**config.mk**
```make
export PLATFORM = sky130hd
export DESIGN_NAME = mem_arbiter
export DESIGN_NICKNAME = d
export VERILOG_FILES = /design/src/rtl/mem_arbiter_pkg.sv /design/src/rtl/mem_arbiter_rr_arb2.sv /design/src/rtl/mem_arbiter.sv
export SDC_FILE = /design/constraint.sdc
export NUM_CORES = 1
export LEC_CHECK = 0
export BUFFER_PORTS_ARGS = -buffer_cell sky130_fd_sc_hd__clkbuf_2
export CAP_MARGIN = 10
export CORE_UTILIZATION = 40
export CTS_CLUSTER_SIZE = 14
export DETAILED_ROUTE_END_ITERATION = 10
export MAX_ROUTING_LAYER = met4
export PLACE_DENSITY_LB_ADDON = 0.1
export SYNTH_ARGS = -nofsm -noshare
export SYNTH_HDL_FRONTEND = slang
export SYNTH_HIERARCHICAL = 1
export SYNTH_SLANG_ARGS = --single-unit
```
**constraint.sdc**
```tcl
create_clock -name clock -period 1.9 [get_ports clock]
set_input_delay 0 -clock clock [delete_from_list [all_inputs] [get_ports clock]]
set_output_delay 0 -clock clock [all_outputs]
set_load 0.005 [all_outputs]
```
**src/rtl/mem_arbiter_pkg.sv**
```systemverilog
// Shared types for the IFU/LSU memory arbiter: FSM states, requester ids and bus size codes.
package mem_arbiter_pkg;

    typedef enum logic [1:0] {
        IDLE      = 2'd0,
        SEND      = 2'd1,
        WAIT_RESP = 2'd2
    } arb_state_t;

    typedef enum logic {
        REQ_IFU = 1'b0,
        REQ_LSU = 1'b1
    } requester_t;

    localparam logic [1:0] SIZE_B = 2'd0;
    localparam logic [1:0] SIZE_H = 2'd1;
    localparam logic [1:0] SIZE_W = 2'd2;

endpackage

```
**src/rtl/mem_arbiter_rr_arb2.sv**
```systemverilog
// Two-way round-robin grant: a lone requester wins, a tie goes to whoever was not served last.
module rr_arb2
    import mem_arbiter_pkg::*;
(
    input  logic [1:0] req,         // bit 0 = IFU, bit 1 = LSU
    input  logic       last_grant,  // requester_t encoding
    output logic       gnt_valid,
    output logic       gnt          // requester_t encoding
);

    always_comb begin
        gnt_valid = |req;
        gnt       = REQ_IFU;
        unique case (req)
            2'b01:   gnt = REQ_IFU;
            2'b10:   gnt = REQ_LSU;
            2'b11:   gnt = ~last_grant;
            default: gnt = REQ_IFU;
        endcase
    end

endmodule

```
**src/rtl/mem_arbiter.sv**
```systemverilog
// Merges IFU and LSU request ports onto one memory bus, one transaction at a time, with a response timeout.
// Handshake: mem_* fields are held stable while mem_reqValid is high; a beat transfers on the rising edge where mem_reqValid && mem_reqReady.
module mem_arbiter
    import mem_arbiter_pkg::*;
#(
    parameter int TIMEOUT_CYCLES = 255,
    parameter int ADDR_W         = 32
) (
    input  logic              clock,
    input  logic              reset,
    input  logic              ifu_reqValid,
    input  logic [ADDR_W-1:0] ifu_addr,
    output logic              ifu_respValid,
    output logic [31:0]       ifu_rdata,
    input  logic              lsu_reqValid,
    input  logic [ADDR_W-1:0] lsu_addr,
    input  logic [1:0]        lsu_size,
    input  logic              lsu_wen,
    input  logic [31:0]       lsu_wdata,
    input  logic [3:0]        lsu_wmask,
    output logic              lsu_respValid,
    output logic [31:0]       lsu_rdata,
    output logic              mem_reqValid,
    input  logic              mem_reqReady,
    output logic [ADDR_W-1:0] mem_addr,
    output logic [1:0]        mem_size,
    output logic              mem_wen,
    output logic [31:0]       mem_wdata,
    output logic [3:0]        mem_wmask,
    input  logic              mem_respValid,
    input  logic              mem_respErr,
    input  logic [31:0]       mem_rdata,
    output logic              bus_err,
    output logic [1:0]        dbg_state
);

    localparam int               CNT_W    = $clog2(TIMEOUT_CYCLES + 1);
    localparam logic [CNT_W-1:0] CNT_LAST = CNT_W'(TIMEOUT_CYCLES - 1);
    localparam logic [CNT_W-1:0] CNT_MAX  = CNT_W'(TIMEOUT_CYCLES);

    arb_state_t       state, next_state;
    requester_t       grant, last_grant;
    logic [CNT_W-1:0] cnt;
    logic             arb_valid, arb_gnt;
    logic             load_req, resp_take, timeout_take;

    rr_arb2 u_rr_arb2 (
        .req        ({lsu_reqValid, ifu_reqValid}),
        .last_grant (last_grant),
        .gnt_valid  (arb_valid),
        .gnt        (arb_gnt)
    );

    always_ff @(posedge clock) begin
        if (!reset) state <= IDLE;
        else        state <= next_state;
    end

    always_comb begin
        next_state = state;
        unique case (state)
            IDLE:      if (arb_valid) next_state = SEND;
            SEND:      if (mem_reqReady) next_state = WAIT_RESP;
            WAIT_RESP: if (mem_respValid || cnt >= CNT_LAST) next_state = IDLE;
            default:   next_state = IDLE;
        endcase
    end

    // A real response in the timeout cycle takes priority over the forced error.
    always_comb begin
        load_req     = 1'b0;
        resp_take    = 1'b0;
        timeout_take = 1'b0;
        mem_reqValid = 1'b0;
        unique case (state)
            IDLE:      load_req = arb_valid;
            SEND:      mem_reqValid = 1'b1;
            WAIT_RESP: begin
                resp_take    = mem_respValid;
                timeout_take = !mem_respValid && (cnt >= CNT_LAST);
            end
            default:   ;
        endcase
    end

    assign dbg_state = state;

    always_ff @(posedge clock) begin
        if (!reset) begin
            grant         <= REQ_IFU;
            last_grant    <= REQ_LSU;
            cnt           <= '0;
            mem_addr      <= '0;
            mem_size      <= '0;
            mem_wen       <= 1'b0;
            mem_wdata     <= '0;
            mem_wmask     <= '0;
            ifu_respValid <= 1'b0;
            ifu_rdata     <= '0;
            lsu_respValid <= 1'b0;
            lsu_rdata     <= '0;
            bus_err       <= 1'b0;
        end else begin
            ifu_respValid <= 1'b0;
            lsu_respValid <= 1'b0;
            bus_err       <= 1'b0;

            if (load_req) begin
                grant <= requester_t'(arb_gnt);
                if (requester_t'(arb_gnt) == REQ_IFU) begin
                    mem_addr  <= ifu_addr;
                    mem_size  <= SIZE_W;
                    mem_wen   <= 1'b0;
                    mem_wdata <= '0;
                    mem_wmask <= '0;
                end else begin
                    mem_addr  <= lsu_addr;
                    mem_size  <= lsu_size;
                    mem_wen   <= lsu_wen;
                    mem_wdata <= lsu_wdata;
                    mem_wmask <= lsu_wmask;
                end
            end

            if (state == SEND && mem_reqReady)
                cnt <= '0;
            else if (state == WAIT_RESP && cnt != CNT_MAX)
                cnt <= cnt + 1'b1;

            if (resp_take || timeout_take) begin
                last_grant <= grant;
                bus_err    <= resp_take ? mem_respErr : 1'b1;
                if (grant == REQ_IFU) begin
                    ifu_respValid <= 1'b1;
                    ifu_rdata     <= resp_take ? mem_rdata : 32'h0;
                end else begin
                    lsu_respValid <= 1'b1;
                    lsu_rdata     <= resp_take ? mem_rdata : 32'h0;
                end
            end
        end
    end

endmodule
```
Word level (Yosys, flattened, before mapping)
Index checks and enable logic that the tools add are counted.
{ "totals": {"ff_bits": 150, "inputBits": 142, "output_inout_bits": 141, "word_cells": 58} }
{ "op_classes": {"addsub": 1, "n_lt_le_gt_ge": 1, "n_eq_ne": 8, "muxes": 18, "bitwise_logic": 3, "n_reduce_logical": 13} }
{ "ops": {"columns": ["op", "n"], "rows": [
  ["32-bit 2-to-1 mux", 3],
  ["8-bit by 1-bit adder with 8-bit output, second input constant", 1],
  ["8-bit >= comparator, second input constant", 1],
  ["1-bit 2-to-1 mux", 8],
  ["2-bit 2-to-1 mux", 4],
  ["8-bit inequality test, second input constant", 1],
  ["2-bit equality test, second input constant", 3],
  ["2-bit inequality test, second input constant", 3],
  ["2-bit one-hot mux with 3 select lines", 1],
  ["2-bit AND reduction", 3],
  ["4-bit 2-to-1 mux", 1],
  ["2-bit OR reduction", 2],
  ["1-bit logical AND", 3],
  ["1-bit NOT", 3],
  ["3-bit AND reduction", 1],
  ["2-bit by 1-bit equality test with 1-bit output, second input constant", 1],
  ["2-bit logical NOT", 1],
  ["1-bit logical OR", 2],
  ["1-bit one-hot mux with 2 select lines", 1],
  ["1-bit logical NOT", 1]
]} }

Longest topological paths before layout
Gate-level depths: netlist (run 1).
{ "logic_depth": {"word_depth": 5, "mapped_depth": 8} }

By module
The synthesis (run 1) kept the hierarchy.
{ "modules_own_cells": {"columns": ["mod", "instances", "cells_each", "area_each_um2"], "rows": [
  ["mem_arbiter", 1, 684, 6236.0],
  ["rr_arb2", 1, 2, 13.8]
]} }

Worst setup path before layout (run 1)
No wires, ideal clock.
{ "synth_path": {"path_kind": "reg2reg", "startpoint": "register cnt[0]", "endpoint": "register lsu_respValid", "arrival_ns": 1.529, "setup_slack_ns": 0.255, "path_stages_with_launch": 9, "path_buffers": 2, "period_less_slack_ns": 1.645, "cell_sequence": "dfxtp_1 > inv_1 > ha_1 > o211a_1 > a21oi_4 > buf_4 > buf_6 > nor2_1 > and3_1"} }
{ "synth_between": {"elab_chain_cells": 5} }
{ "synth_rtl": {"columns": ["element", "line_no", "source"], "rows": [
  ["from (decl)", "mem_arbiter.sv:43", "logic [CNT_W-1:0] cnt;"],
  ["from (signal assigned)", "mem_arbiter.sv:128", "cnt <= cnt + 1'b1;"],
  ["8-bit >= comparator", "mem_arbiter.sv:80", "timeout_take = !mem_respValid && (cnt >= CNT_LAST);"],
  ["1-bit logical AND", "mem_arbiter.sv:80", null],
  ["1-bit 2-to-1 mux", "mem_arbiter.sv:75", "unique case (state)"],
  ["1-bit logical OR", "mem_arbiter.sv:130", "if (resp_take || timeout_take) begin"],
  ["2-bit AND reduction (no source line)", null, null],
  ["to (signal assigned)", "mem_arbiter.sv:100", "lsu_respValid <= 1'b0;"],
  ["to (signal assigned)", "mem_arbiter.sv:105", "lsu_respValid <= 1'b0;"],
  ["to (signal assigned)", "mem_arbiter.sv:137", "lsu_respValid <= 1'b1;"],
  ["to (decl)", "mem_arbiter.sv:21", "output logic lsu_respValid,"]
]} }
No other way between the ends.
A chain may end at the register's enable or synchronous reset.

Worst setup path after layout (run 1)
{ "layout_path": {"startpoint": "register last_grant", "endpoint": "register mem_addr[0]"} }
{ "layout_between": {"elab_chain_cells": 3} }
{ "layout_rtl": {"columns": ["element", "line_no", "source"], "rows": [
  ["from (decl)", "mem_arbiter.sv:42", "requester_t grant, last_grant;"],
  ["from (signal assigned)", "mem_arbiter.sv:131", "last_grant <= grant;"],
  ["1-bit NOT", "mem_arbiter_rr_arb2.sv:17", "2'b11: gnt = ~last_grant;"],
  ["1-bit one-hot mux with 2 select lines", "mem_arbiter_rr_arb2.sv:14", "unique case (req)"],
  ["named net arb_gnt", "mem_arbiter.sv:44", "logic arb_valid, arb_gnt;"],
  ["32-bit 2-to-1 mux", "mem_arbiter.sv:110", "if (requester_t'(arb_gnt) == REQ_IFU) begin"],
  ["to (signal assigned)", "mem_arbiter.sv:111", "mem_addr <= ifu_addr;"],
  ["to (signal assigned)", "mem_arbiter.sv:117", "mem_addr <= lsu_addr;"],
  ["to (decl)", "mem_arbiter.sv:25", "output logic [ADDR_W-1:0] mem_addr,"]
]} }
The timed path passes the listed nets, and every way through them passes these cells.

==> flow_summary_export.csv, run 1 <==
group,metric,value,unit
synthesis,synth_nets,830,
sta,whs,-0.0225,ns
placed_design,hpwlAfterDp,11900,um
floorplan,ios,283,
power_and_ir_drop,switching_share,25.4,%
sta,hold_violations,2,
clock_network,clkTransAtPathRegs,0.07,ns
setup_path,cp_top_family,"buffers and inverters",
setup_path,required,2.21,ns
power_and_ir_drop,pwr_density_cell,787,mW/mm^2
job,maxCapViolations,0,
synthesis,syn_area,0.00625,sq mm
setup_path,cpPeakStageDelay,0.58,ns
power_and_ir_drop,clkPwrFrac,41.5,%
clock_network,clk_path_buf_depth,2,
sta,fin_ws,0.0600,ns
setup_path,path_buf_inv,3,
drt,dr.pass1.iters,4,
drt,highest_layer,"met4",
outcome,violations,"negative hold slack",
drt,detailroute.via_count,6501,
placed_design,gp_congestion,0.747,
setup_path,rr_worst_depth,7,
setup_path,critPathCaptureType,"flop",
placed_design,portBuffers,282,
synthesis,ys_warn_count,6,
floorplan,die_x,127,um
grt,grt.total_usage,25.9,%
synthesis,syn_inst,686,
setup_path,crit_type,"reg2reg",
sta,fin_crit,1.84,ns
drt,drc_errors,0,
power_and_ir_drop,pwr-share-seq,42.6,%
grt,grt_pass1_wl,31900,um
clock_network,clock_latency,0.42,ns
sta,post-route-period-util,96.8,%
synthesis,yosys-top-cells-area,"dfxtp_1 (48%), a21boi_0 (10%), nand2_1 (8.6%)",
setup_path,r2r_start,"last_grant",
synthesis,seq_area_frac_synth,48.0,%
clock_network,cts_tree,"built",
clock_network,htreeDepth,4,
synthesis,avgSynthCellArea,9.11,sq um
setup_path,cp_slowest_cell,"dlygate4sd3_1",
synthesis,yosys_register_bits,150,
grt,first_global_vias,6410,
hold_path,min_path_type,"in2reg",
drt,drt_iter0_markers,324,
cells_and_area,fin_cells,1286,
sta,skew,0.0110,ns
clock_network,cts_buffers,17,
synthesis,yosys.area.top_type,"dfxtp_1",
clock_network,clock-sinks,150,
synthesis,synth-edff-count,0,
setup_path,path_common_cell,"buf_12",
sta,finalMaxSlewViolations,0,
grt,antenna_found_initial,0,
clock_network,root_buffer,"clkbuf_16",
setup_path,crit_arrival,2.15,ns
synthesis,ys_types,39,
hold_path,min_path_cells,4,
setup_path,r2r_end,"mem_addr[0]",
setup_path,cp_max_fo,7,
power_and_ir_drop,max-vdd-ir-drop,0.620,mV
cells_and_area,diodes,0,
placed_design,place_ws,0.168,ns
hold_path,min_to,"mem_addr[25]",
synthesis,async_reset_ff_share,0,%
synthesis,synth_top_area_share,48.0,%
grt,grt_overflow,0,
cells_and_area,syn_to_final_growth,60.1,%
sta,slew_headroom,71.3,%
cells_and_area,fillers,1206,
setup_path,crit_path_start_kind,"flop",
setup_path,r2r_slack,0.06,ns
cells_and_area,layout.nets,1229,
floorplan,die_y,127,um
floorplan,core_area,0.0152,sq mm
drt,wl_met3,1130,um
power_and_ir_drop,power_frac_comb,15.8,%
drt,drt-total-wl,21000,um
power_and_ir_drop,p_sw,2.00,mW
sta,max_freq,543,MHz
drt,wl_met1,8980,um
floorplan,rows,45,
drt,wl_per_cell,16.3,um
drt,antenna_left,0,
sta,finalSetupViolations,0,
hold_path,worstHoldStart,"lsu_addr[25]",
sta,worstMarginPinSlew,0.431,ns
grt,grt_max_degree,109,
setup_path,crit_chain,"a21boi_4, buf_12, buf_12, mux2i_1, dlygate4sd3_1, nand2_1, o211a_1",
power_and_ir_drop,leakage,4.54,nW
outcome,status,"finished with violations",
drt,via_per_inst,5.06,
power_and_ir_drop,p_int,5.87,mW
synthesis,synth_ff_type,"dfxtp_1",
floorplan,start_util,41.1,%
drt,met2_length,10200,um
cells_and_area,drive_gt1_share,31.5,%
floorplan,dieArea,0.0161,sq mm
placed_design,dp.cells,1106,
==> sequential cells by signal (all words and copies together), names as in the netlist <==
| name | flops |
|---|---|
| bus_err | 1 |
| mem_addr | 32 |
| dbg_state | 2 |
| grant | 1 |
| last_grant | 1 |
| mem_size | 2 |
| lsu_rdata | 32 |
| mem_wdata | 32 |
| cnt | 8 |
| ifu_respValid | 1 |
| lsu_respValid | 1 |
| mem_wmask | 4 |
| ifu_rdata | 32 |
| mem_wen | 1 |
==> cell usage in the layout (no fill, tap or decap), types with 2 or more instances in the layout <==
master and instances:
o21ai_0 28, nand3_1 42, xnor2_1 5, and4_1 2
nand4_1 2, o31ai_1 32, nor2_1 10, a211oi_1 3
clkbuf_1 2, and3_1 3, clkbuf_2 281, nand2b_1 2
bufinv_16 2, o211a_1 34, nand3b_1 2, nand2_1 144
buf_12 13, xor2_1 2, clkinvlp_4 4, a21boi_0 83
ha_1 2, clkinv_2 5, o21ai_1 5, mux2i_1 31
buf_4 11, o211ai_1 2, dfxtp_1 149, clkbuf_16 21
nor2b_1 2, a21boi_1 20, dlygate4sd3_1 137
==> worst min-delay path: stages <==
cell,delay (ns)
clkbuf_2,0.09
mux2i_1,0.06
nand2_1,0.07
o211a_1,0.14
==> cells by family after synthesis <==
group / after synthesis / share of synthesized area (%)
AOI/OAI and AO/OA: 212 / 25.7
xor gates and xnor gates: 7 / 0.981
adders and majority gates: 2 / 0.400
buffers and inverters: 67 / 4.80
DFF: 150 / 48.0
muxes: 32 / 5.13
and+or+nand+nor: 216 / 14.9
==> worst max-delay path by stage <==
| stage | cells after the start | endpoint | slack, ns | start |
|---|---|---|---|---|
| 2_1_floorplan | 8 | lsu_respValid | 0.26 | cnt[0] |
| 3_3_place_gp | 7 | lsu_respValid | 0.25 | cnt[0] |
| 3_5_place_dp | 7 | lsu_rdata[23] | 0.17 | cnt[0] |
| 4_1_cts | 6 | mem_addr[5] | 0.03 | last_grant |
| 5_1_grt | 7 | mem_addr[0] | -0.02 | last_grant |
| 6_report | 7 | mem_addr[0] | 0.06 | last_grant |
==> through the flow <==
stage / util (%) / power, mW / TNS (ns) / instance area [sq um]
after global placement: 51.9 / 4.36 / 0 / 7890
after CTS: 64.8 / 7.88 / 0 / 9850
after detailed placement: 51.9 / 4.36 / 0 / 7890
final: 65.8 / 7.88 / 0 / 10000
after global routing: 65.8 / 8.18 / -0.0156 / 10000
after floorplan: - / 3.89 / 0 / 6250
==> power by group through the flow <==
stage / registers, mW / logic [mW] / clock network [mW]
after detailed placement: 3.42 / 0.939 / 0
after global routing: 3.37 / 1.35 / 3.45
after CTS: 3.35 / 1.18 / 3.35
final: 3.36 / 1.25 / 3.27
after global placement: 3.42 / 0.939 / 0
after floorplan: 3.43 / 0.464 / 0
==> layout make-up <==
cell class / instances / area (sq um) / area share [%]
clock buffers: 19 / 433 / 4.33
clock inverters: 13 / 133 / 1.33
inverters: 1 / 3.75 / 0.0375
multi-input cells: 469 / 2980 / 29.8
flip-flops and latches: 150 / 3000 / 30.0
well taps: 188 / 235 / 2.35
repair buffers: 446 / 3220 / 32.2
==> routing by layer <==
layer  vias up  GRT usage, %
met5         -             -
met4         0          11.8
met3        52          7.12
met2       251          41.8
met1      2986          30.0
li1       3212             -
==> what timing repair did <==
item / 4_1_cts / 5_1_grt
setup buffers: 0 / 7
hold buffers: 139 / 0
setup endpoints to repair: 0 / 12
gates resized for setup: 0 / 3
hold endpoints to repair: 138 / 0
==> cell usage after synthesis (3+ instances only) <==
library cell	count
mux2i_1	32
o21ai_0	28
dfxtp_1	150
o21ai_1	5
nor2_1	10
buf_1	3
buf_2	27
o31ai_1	32
o211a_1	34
a21boi_0	83
xnor2_1	5
and3_1	3
a211oi_1	3
nand2_1	144
a21boi_1	21
nand3_1	42
clkbuf_1	33
(Power assumes the default switching activity.)
==> run 2: changes to the inputs <==
--- a/config.mk
+++ b/config.mk
@@ -5,7 +5,7 @@
 export SDC_FILE = /design/constraint.sdc
 export NUM_CORES = 1
 export LEC_CHECK = 0
-export BUFFER_PORTS_ARGS = -buffer_cell sky130_fd_sc_hd__clkbuf_2
+export BUFFER_PORTS_ARGS = -buffer_cell sky130_fd_sc_hd__buf_2
 export CAP_MARGIN = 10
 export CORE_UTILIZATION = 40
 export CTS_CLUSTER_SIZE = 14
==> run 2 against run 1 <==
Against the previous run:
- the run still ends with negative hold slack left
- routed wire length is 0.90% lower
- sequential power hardly changed
- cell area rose by 0.43%
- critical path type unchanged
- critical endpoint is now mem_addr[8]
- largest cell class unchanged
==> flow_summary_export.csv, run 2 (synthesis gave the netlist of run 1 again) <==
group,metric,value,unit
grt,grt_pass1_wl,32000,um
setup_path,crit_arrival,2.17,ns
setup_path,r2r_end,"mem_addr[8]",
clock_network,htreeDepth,4,
hold_path,worstHoldStart,"lsu_addr[29]",
sta,worstMarginPinSlew,0.529,ns
floorplan,core_area,0.0152,sq mm
floorplan,start_util,41.1,%
clock_network,cts_tree,"built",
sta,fin_ws,0.0403,ns
cells_and_area,mostFrequentLayoutCells,"buf_2 (281), dfxtp_1 (149), nand2_1 (144)",
clock_network,cts_buffers,17,
job,maxCapViolations,0,
drt,drc_errors,0,
grt,antenna_found_initial,0,
power_and_ir_drop,leakage,4.63,nW
sta,skew,0.00651,ns
setup_path,r2r_start,"last_grant",
setup_path,crit_type,"reg2reg",
floorplan,die_y,127,um
hold_path,min_path_type,"in2reg",
sta,max_freq,538,MHz
outcome,status,"finished with violations",
power_and_ir_drop,pwr_density_cell,827,mW/mm^2
drt,dr.pass1.iters,5,
placed_design,dp.cells,1105,
grt,grt_overflow,0,
drt,detailroute.via_count,6585,
sta,slew_headroom,64.7,%
grt,grt.total_usage,25.8,%
floorplan,rows,45,
hold_path,min_path_cells,4,
sta,fin_crit,1.86,ns
cells_and_area,fin_area,0.0101,sq mm
cells_and_area,layout.nets,1226,
power_and_ir_drop,max-vdd-ir-drop,0.695,mV
cells_and_area,diodes,0,
setup_path,critPathCaptureType,"flop",
setup_path,r2r_slack,0.04,ns
power_and_ir_drop,total_power,8.32,mW
clock_network,clk_path_buf_depth,2,
clock_network,clock-sinks,150,
drt,antenna_left,0,
placed_design,portBuffers,282,
outcome,violations,"negative hold slack",
sta,setup_tns,0,ns
drt,drt-total-wl,20800,um
cells_and_area,fillers,1208,
sta,hold_violations,1,
setup_path,required,2.21,ns
cells_and_area,fin_cells,1283,
grt,first_global_vias,6579,
sta,post-route-period-util,97.9,%
placed_design,postPlaceCellArea,0.00787,sq mm
clock_network,clock_latency,0.42,ns
hold_path,min_to,"mem_addr[29]",
clock_network,root_buffer,"clkbuf_16",
setup_path,cp_max_fo,7,
drt,drt_iter0_markers,412,
cells_and_area,post-route-util,66.1,%
floorplan,die_x,127,um
floorplan,dieArea,0.0161,sq mm
drt,wl_per_cell,16.2,um
setup_path,crit_path_start_kind,"flop",
cells_and_area,syn_to_final_growth,60.8,%
cells_and_area,drive_gt1_share,31.4,%
sta,finalMaxSlewViolations,0,
cells_and_area,layout_commonest_cell,"buf_2",
placed_design,place_ws,0.159,ns
clock_network,clkTransAtPathRegs,0.06,ns
placed_design,hpwlAfterDp,11700,um
floorplan,ios,283,
setup_path,rr_worst_depth,7,
sta,finalSetupViolations,0,
placed_design,gp_congestion,0.749,
sta,whs,-0.0146,ns
drt,via_per_inst,5.13,
grt,grt_max_degree,99,
[run 2: cell count changes in the layout (fill, tap and decap cells not counted), moves of 3 or more]
cell and change:
buf_2 +281, clkinv_2 -4, buf_4 -3, bufinv_16 +3, clkbuf_2 -281
[run 2: layer usage]
metal	wire, um	track usage, %	up-vias
met5	0	-	-
met4	580	10.3	0
met3	1270	6.45	48
met2	10200	43.5	257
met1	8750	29.4	3074
li1	-	-	3206
[run 2: power by group]
part / switching, mW / internal, mW
combinational: 0.571 / 0.662
sequential: 0.0764 / 3.28
clock: 1.33 / 2.40
total: 1.98 / 6.34
[run 2: critical path, stage by stage (launching register included)]
cell and delay [ns]:
dfxtp_2 0.34, a21boi_4 0.16, buf_6 0.15, buf_12 0.14, mux2i_1 0.21, dlygate4sd3_1 0.58, nand2_1 0.05, o211a_1 0.12
[run 2: layout make-up]
cell class / instances / area (sq um) / share of cell area (%)
Clock buffer: 20 / 457 / 4.54
Sequential cell: 150 / 3000 / 29.9
Multi-Input combinational cell: 469 / 2970 / 29.6
Timing Repair Buffer: 443 / 3180 / 31.6
Inverter: 1 / 3.75 / 0.0373
Clock inverter: 12 / 200 / 1.99
Tap cell: 188 / 235 / 2.34
[run 2: worst max path at each step]
stage / cells past startpoint / from / end / slack [ns]
2_1_floorplan: 8 / cnt[0] / lsu_respValid / 0.26
3_3_place_gp: 7 / cnt[0] / lsu_rdata[25] / 0.20
3_5_place_dp: 7 / cnt[0] / lsu_rdata[13] / 0.16
4_1_cts: 6 / last_grant / mem_addr[5] / 0.03
5_1_grt: 7 / last_grant / mem_addr[8] / -0.02
6_report: 7 / last_grant / mem_addr[8] / 0.04
[run 2: timing repair]
item / CTS / global route
hold buffers: 139 / 1
setup buffers: 0 / 5
resized for setup: 0 / 4
endpoints found under the hold margin: 141 / 1
endpoints found under the setup margin: 0 / 15
==> run 3: changes to the inputs <==
==> constraint.sdc (replaced) <==
create_clock -name clock -period 2.3 [get_ports clock]
set_input_delay 0 -clock clock [delete_from_list [all_inputs] [get_ports clock]]
set_output_delay 0 -clock clock [all_outputs]
set_load 0.005 [all_outputs]
==> run 3 against run 2 <==
Against the previous run:
- the run now ends clean
- combinational power is 21% lower
- sequential cell count did not move
- total power decreased by 21%
- worst hold slack better by 0.059 ns
==> flow_summary_export.csv, run 3 (synthesis gave the netlist of run 1 again) <==
group,metric,value,unit
clock_network,clkTransAtPathRegs,0.06,ns
setup_path,rr_worst_depth,6,
setup_path,crit_type,"reg2reg",
floorplan,core_area,0.0152,sq mm
cells_and_area,layout.nets,1219,
sta,grt_setup_unrepaired,"false",
grt,grt_pass1_wl,32100,um
clock_network,clk_path_buf_depth,2,
hold_path,min_to,"last_grant",
sta,skew,0.00859,ns
sta,finalMaxSlewViolations,0,
drt,drt-total-wl,20000,um
sta,finalSetupViolations,0,
sta,slew_headroom,67.3,%
floorplan,ios,283,
placed_design,place_ws,0.438,ns
sta,hold_violations,0,
cells_and_area,syn_to_final_growth,56.3,%
power_and_ir_drop,p_int,5.00,mW
cells_and_area,mostFrequentLayoutCells,"buf_2 (281), dfxtp_1 (150), nand2_1 (144)",
grt,grt_max_degree,102,
placed_design,dp.cells,1105,
cells_and_area,fin_area,0.00977,sq mm
drt,antenna_left,0,
clock_network,clock_latency,0.42,ns
setup_path,crit_chain,"a21boi_4, buf_4, mux2i_1, dlygate4sd3_1, nand2_1, o211a_1",
setup_path,cp_slowest_cell,"dlygate4sd3_1",
setup_path,critPathCaptureType,"flop",
grt,first_global_vias,6546,
job,maxCapViolations,0,
floorplan,die_x,127,um
clock_network,root_buffer,"clkbuf_16",
sta,fin_ws,0.145,ns
power_and_ir_drop,pwr-share-seq,42.0,%
placed_design,portBuffers,282,
setup_path,cp_max_fo,28,
sta,setup_tns,0,ns
cells_and_area,drive_gt1_share,30.4,%
setup_path,crit_arrival,2.47,ns
setup_path,crit_path_start_kind,"flop",
cells_and_area,fin_cells,1273,
setup_path,path_buf_inv,2,
sta,worstMarginPinSlew,0.490,ns
clock_network,cts_tree,"built",
cells_and_area,multiInputGateArea,0.00297,sq mm
setup_path,cp_top_family,"buffers and inverters",
setup_path,required,2.61,ns
placed_design,postPlaceCellArea,0.00778,sq mm
setup_path,cp.depth,6,
clock_network,cts_buffers,17,
cells_and_area,layout_commonest_cell,"buf_2",
grt,antenna_found_initial,0,
power_and_ir_drop,total_power,6.59,mW
power_and_ir_drop,p_sw,1.59,mW
cells_and_area,ff_latch_area,0.00300,sq mm
power_and_ir_drop,switching_share,24.1,%
power_and_ir_drop,power_frac_comb,14.8,%
sta,fin_crit,2.16,ns
drt,drt_iter0_markers,394,
power_and_ir_drop,pwr_density_cell,675,mW/mm^2
drt,wl_per_cell,15.7,um
power_and_ir_drop,max-vdd-ir-drop,0.527,mV
cells_and_area,diodes,0,
placed_design,gp_congestion,0.747,
grt,grt.total_usage,25.9,%
setup_path,cpPeakStageDelay,0.60,ns
grt,grt_overflow,0,
hold_path,min_path_cells,2,
floorplan,die_y,127,um
drt,dr.pass1.iters,4,
floorplan,rows,45,
outcome,status,"complete, no violations",
sta,max_freq,464,MHz
hold_path,worstHoldStart,"reset",
drt,drc_errors,0,
power_and_ir_drop,leakage,4.53,nW
drt,via_per_inst,5.13,
cells_and_area,fillers,1289,
setup_path,r2r_start,"last_grant",
clock_network,clock-sinks,150,
placed_design,hpwlAfterDp,11800,um
setup_path,r2r_end,"mem_addr[10]",
hold_path,min_path_type,"in2reg",
drt,detailroute.via_count,6528,
power_and_ir_drop,clkPwrFrac,43.2,%
sta,post-route-period-util,93.7,%
floorplan,start_util,41.1,%
clock_network,htreeDepth,4,
setup_path,r2r_slack,0.14,ns
floorplan,dieArea,0.0161,sq mm
clock_network,post_cts_buffers,0,
-- run 3: cell count changes in the layout (fill, tap and decap cells not counted), moves of 2 or more --
cell and delta:
bufinv_16 -2, buf_12 -7, buf_4 +4, buf_6 -2, dlygate4sd3_1 +2, clkbuf_16 -4
clkinvlp_4 -4
-- run 3: through the flow --
step                util, %  hold slack, ns
floorplan                 -           0.130
CTS                    64.3          0.0185
global route           64.3          0.0390
detailed placement     51.2           0.257
finish                 64.3          0.0444
global placement       51.2           0.255
-- run 3: worst max-delay path by stage --
stage	slack, ns	startpoint	endpoint
final	0.14	last_grant	mem_addr[10]
after global routing	0.07	last_grant	mem_addr[10]
after CTS	0.21	last_grant	mem_addr[9]
after detailed placement	0.44	cnt[0]	lsu_rdata[20]
after global placement	0.50	cnt[0]	lsu_rdata[25]
after floorplan	0.66	cnt[0]	lsu_respValid
-- run 3: area by class of cell --
cell class | count | area share [%]
flip-flops and latches | 150 | 30.7
repair buffers | 436 | 30.4
multi-input cells | 469 | 30.4
clock buffers | 21 | 4.81
well taps | 188 | 2.41
clock inverters | 8 | 1.27
inverters | 1 | 0.0384
-- run 3: metal layers --
layer | routed length [um] | up-vias | track usage (%) | part of all wire, %
li1 | - | 3174 | - | -
met1 | 8640 | 3043 | 30.5 | 43
met2 | 9680 | 268 | 43.0 | 48
met3 | 1180 | 43 | 5.40 | 5.9
met4 | 529 | 0 | 10.8 | 2.6
met5 | 0 | - | - | 0
-- run 3: power groups by stage --
stage	clock (mW)	sequential, mW	combinational, mW
floorplan	0	2.83	0.384
global placement	0	2.82	0.752
detailed placement	0	2.82	0.753
CTS	2.89	2.77	0.959
global route	3.02	2.78	1.05
finish	2.85	2.77	0.974
-- run 3: what timing repair did --
action / CTS / global route
gates resized for setup: 0 / 0
hold buffers: 139 / 0
hold endpoints to repair: 138 / 0
